[config.mk]
export PLATFORM = sky130hd
export DESIGN_NAME = word_mux4
export DESIGN_NICKNAME = d
export VERILOG_FILES = /design/src/rtl/word_mux4_pkg.sv /design/src/rtl/mux4_core.sv /design/src/rtl/word_mux4.sv
export SDC_FILE = /design/constraint.sdc
export NUM_CORES = 1
export LEC_CHECK = 0
export BUFFER_PORTS_ARGS = -buffer_cell sky130_fd_sc_hd__clkbuf_2
export CAP_MARGIN = 20
export CORE_ASPECT_RATIO = 1.75
export CORE_UTILIZATION = 36
export DETAILED_ROUTE_END_ITERATION = 16
export PLACE_DENSITY = 0.77
export REMOVE_ABC_BUFFERS = 1
export SYNTH_ARGS = -nofsm -noshare
export SYNTH_HDL_FRONTEND = slang
export SYNTH_SLANG_ARGS = --single-unit
[constraint.sdc]
create_clock -name clk_i -period 1 [get_ports clk_i]
set_clock_uncertainty 0.05 [all_clocks]
set_input_delay 0.1 -clock clk_i [delete_from_list [all_inputs] [get_ports clk_i]]
set_output_delay 0.1 -clock clk_i [all_outputs]
set_load 0.05 [all_outputs]
[src/rtl/word_mux4_pkg.sv]
// Shared select encoding for the 4:1 word multiplexer.
// sel_i maps directly onto byte-offset bits [3:2] of the fetch address.
package word_mux4_pkg;

    typedef enum logic [1:0] {
        SelWord0 = 2'd0,
        SelWord1 = 2'd1,
        SelWord2 = 2'd2,
        SelWord3 = 2'd3
    } word_sel_e;

endpackage

[src/rtl/mux4_core.sv]
// Combinational 4:1 word select. This path has no state, so it can feed the CPU in the same
// cycle as a cache hit.
module mux4_core
    import word_mux4_pkg::*;
#(
    parameter int unsigned WIDTH = 32
) (
    input  logic [1:0]       sel_i,
    input  logic [WIDTH-1:0] in0_i,
    input  logic [WIDTH-1:0] in1_i,
    input  logic [WIDTH-1:0] in2_i,
    input  logic [WIDTH-1:0] in3_i,
    output logic [WIDTH-1:0] out_o
);

    always_comb begin
        out_o = in0_i;
        // All four encodings are legal, so the case statement is complete.
        unique case (word_sel_e'(sel_i))
            SelWord0: out_o = in0_i;
            SelWord1: out_o = in1_i;
            SelWord2: out_o = in2_i;
            SelWord3: out_o = in3_i;
        endcase
    end

endmodule

[src/rtl/word_mux4.sv]
// 4:1 word multiplexer with a combinational output and a one-cycle registered copy for callers
// that need a pipeline-stage boundary.
module word_mux4
    import word_mux4_pkg::*;
#(
    parameter int unsigned WIDTH = 32
) (
    input  logic             clk_i,
    input  logic             rst_i,
    input  logic [1:0]       sel_i,
    input  logic [WIDTH-1:0] in0_i,
    input  logic [WIDTH-1:0] in1_i,
    input  logic [WIDTH-1:0] in2_i,
    input  logic [WIDTH-1:0] in3_i,
    input  logic             valid_i,
    output logic [WIDTH-1:0] out_o,
    output logic [WIDTH-1:0] out_q_o,
    output logic             valid_q_o
);

    logic [WIDTH-1:0] data_d, data_q;
    logic             valid_d, valid_q;

    mux4_core #(
        .WIDTH(WIDTH)
    ) u_core (
        .sel_i(sel_i),
        .in0_i(in0_i),
        .in1_i(in1_i),
        .in2_i(in2_i),
        .in3_i(in3_i),
        .out_o(out_o)
    );

    // The data register holds its last capture when idle; only the valid flag drops.
    always_comb begin
        data_d  = data_q;
        valid_d = valid_i;
        if (valid_i) begin
            data_d = out_o;
        end
    end

    always_ff @(posedge clk_i) begin
        if (rst_i) begin
            data_q  <= '0;
            valid_q <= 1'b0;
        end else begin
            data_q  <= data_d;
            valid_q <= valid_d;
        end
    end

    assign out_q_o   = data_q;
    assign valid_q_o = valid_q;

endmodule

==> reports/results.txt <==
Leakage -> 2.656 nW
Area of the core -> 6807 µm²
Status -> finished, violations left
Post-DP HPWL -> 7.297 mm
Num CTS Buffers -> 5
Min Tclk post-route -> 1.224 ns
Clock buffer depth -> 2
Vias per Instance -> 5.697
Synthesized area -> 2530 µm²
Via count -> 3390
Final Hold Viols -> 0
Hold_sp -> in3_i[4]
Register share of total power -> 0.230
Largest cells by area after synthesis -> mux2i_1 (38%), dfxtp_1 (26%), o221ai_2 (18%)
Hold depth -> 4
Critical path's slowest cell -> clkbuf_8
Yosys reg bits -> 33
Capture point of the critical path -> out_o[15]
Dpl ws -> -0.3274 ns
Slew headroom -> 0.7866
Fmax -> 0.8173 GHz
Synth Warn # -> 0
Placed Area -> 4197 µm²
Sequence of cells on the critical path -> buf_16 > buf_16 > mux2i_4 > mux2i_1 > clkbuf_8
Switch Pwr -> 2.505 mW
Most frequent cells in the layout -> clkbuf_2 (130), buf_4 (110), mux2i_2 (40), o221ai_2 (30), clkbuf_8 (30)
Setup WS post-layout -> -0.2236 ns
Post-cts hold buffer count -> 0
Crit path launch type -> input port
FF-to-FF path depth -> 2
Inserted Diodes -> 0
Sw Ratio -> 0.3838
Internal -> 4.021 mW
First-pass GRT wire length -> 17.68 mm
CP max FO -> 8
Hold Crit Class -> in2reg
Nets@finish -> 643
Largest stage delay on the critical path -> 0.24 ns
Cell taking the most area after synthesis -> mux2i_1
Vias in the first global route -> 3584
CP Class -> in2out
Power share of the clock group -> 0.227
P&R area growth vs syn -> 129.0%
Worst R2R Setup Slack -> -0.01 ns
Avg Inst Size Synth -> 11.50 µm²
Wirelength, routed -> 13.85 mm
Design area -> 5794 µm²
Nature of the critical path endpoint -> output pin
Critical Path RT -> 0.85 ns
Clk Latency, worst-skew pair -> 0.28 ns
RSZ-0062 raised after global routing -> true
Boundary pin count -> 198
Worst r2r dst -> out_q_o[16]
Die X-Extent -> 65.37 µm
Initial antenna violation count -> 0
Final Cycle Share -> 1.224
CP dominant cell by count -> buf_16
Die H -> 112.9 µm
Number of nets still failing antenna checks after routing -> 0
Buffers on Ports -> 197
Logic gate share of total power -> 0.543
Detailed Routing Iterations Pass 1 -> 4
Worst Path Arrival -> 1.07 ns
Worst vdd ir -> 819.5 µV
Failing checks -> negative setup slack
CTS Sinks -> 33
Die area -> 7380 µm²
CTS root buf -> clkbuf_16
Synth top area share -> 0.3798
Sequential share of the synthesized area -> 0.2611
Initial core utilization -> 0.3717
Remaining DRCs -> 0
Top cell family by delay on the critical path -> buffers and inverters
Placer Congestion -> 0.8692
CP Buf/Inv Count -> 3
# fillers -> 323
Worst R2R Start -> out_q_o[16]
Row cnt -> 40
Initial detailed-routing violation count -> 195
Wire per inst -> 23.27 µm
Clock transition at path regs -> 0.05 ns
Worst Max-Slew Pin Slew -> 0.3201 ns
Max-cap violations -> 0
Most common cell after layout, fill and taps aside -> clkbuf_2
Total GRT Usage -> 0.3218
Library cells used by synthesis -> 11
Layout cells sized above 1 -> 0.9041
Crit. Startpoint -> sel_i[1]
Final setup violation count -> 36
PwrDens -> 1126 nW/µm²
TritonCTS clock tree -> done
Final Max Tran Viols -> 0
WP depth -> 5
Syn Inst Count -> 220
Htree depth -> 2
Remaining Overflow, GRT -> 0
Largest net degree at the start of global routing -> 29
## layer usage
layer	track usage	routed length (µm)	part of all wire	vias up
li1	-	-	-	1465
met2	0.6062	7594	0.55	210
met3	0.05746	713	0.051	91
met1	0.3013	4362	0.32	1624
met5	0	0	0	-
met4	0.2130	1177	0.085	0
## metrics by stage
| stage | std cells | power (mW) | util | hold WS, ns | TNS, ns |
|---|---|---|---|---|---|
| 6_report | 595 | 6.526 | 0.8513 | 0.2106 | -4.643 |
| 5_1_grt | 595 | 6.737 | 0.8513 | 0.2229 | -5.486 |
| 4_1_cts | 583 | 6.150 | 0.7928 | 0.2023 | -3.201 |
| 2_1_floorplan | 196 | 2.865 | - | 0.1216 | -33.84 |
| 3_3_place_gp | 559 | 3.928 | 0.6165 | 0.4631 | -13.83 |
| 3_5_place_dp | 559 | 3.992 | 0.6165 | 0.4808 | -16.33 |
## worst min-delay path by stage
stage	to
4_1_cts	out_q_o[2]
5_1_grt	out_q_o[22]
3_5_place_dp	out_q_o[16]
3_3_place_gp	out_q_o[19]
2_1_floorplan	valid_q_o
6_report	out_q_o[4]
## cell families (layout without fill, tap and decap cells)
group | Yosys count | in the layout | share of synthesized area
buffers and inverters | 24 | 315 | 0.05440
flip-flops | 33 | 33 | 0.2611
AND/OR/NAND/NOR | 35 | 35 | 0.1197
AO/OA/AOI/OAI | 32 | 32 | 0.1850
multiplexers | 96 | 96 | 0.3798
## sequential cells by signal, indices dropped and copies added, names as in the netlist
name,count
out_q_o,32
valid_q_o,1
## worst register-to-register path: cells and delay by family, from the launching register on
family,cells,cell delay (ns)
compound gates,1,0.07
flops,1,0.35
simple gates,1,0.47
## power groups by stage
stage	logic [mW]	clock network [mW]	registers [mW]
global placement	2.43	0	1.49
CTS	3.19	1.48	1.48
finish	3.54	1.48	1.50
floorplan	1.01	0	1.85
detailed placement	2.50	0	1.50
global route	3.66	1.57	1.51
## synthesized netlist by cell type (all sizes together)
cell type	instances
dfxtp	33
nor2b	1
nand3b	1
or3b	33
o221ai	32
clkbuf	6
buf	18
mux2i	96
## area by class of cell
cell class              count  area, µm²  area share
well taps                  84      105.1     0.01814
clock inverters             2      10.01    0.001727
clock buffers               6      128.9     0.02224
multi-input cells         163       2290      0.3952
flip-flops and latches     33      680.7      0.1175
repair buffers            307       2580      0.4453
## what timing repair did
item / CTS / global route
setup endpoints to repair: 67 / 88
pin swaps: 0 / 0
resized for setup: 193 / 91
cloned: 8 / 2
setup buffers: 10 / 10
Note: power is estimated with default switching activity, not from simulation.
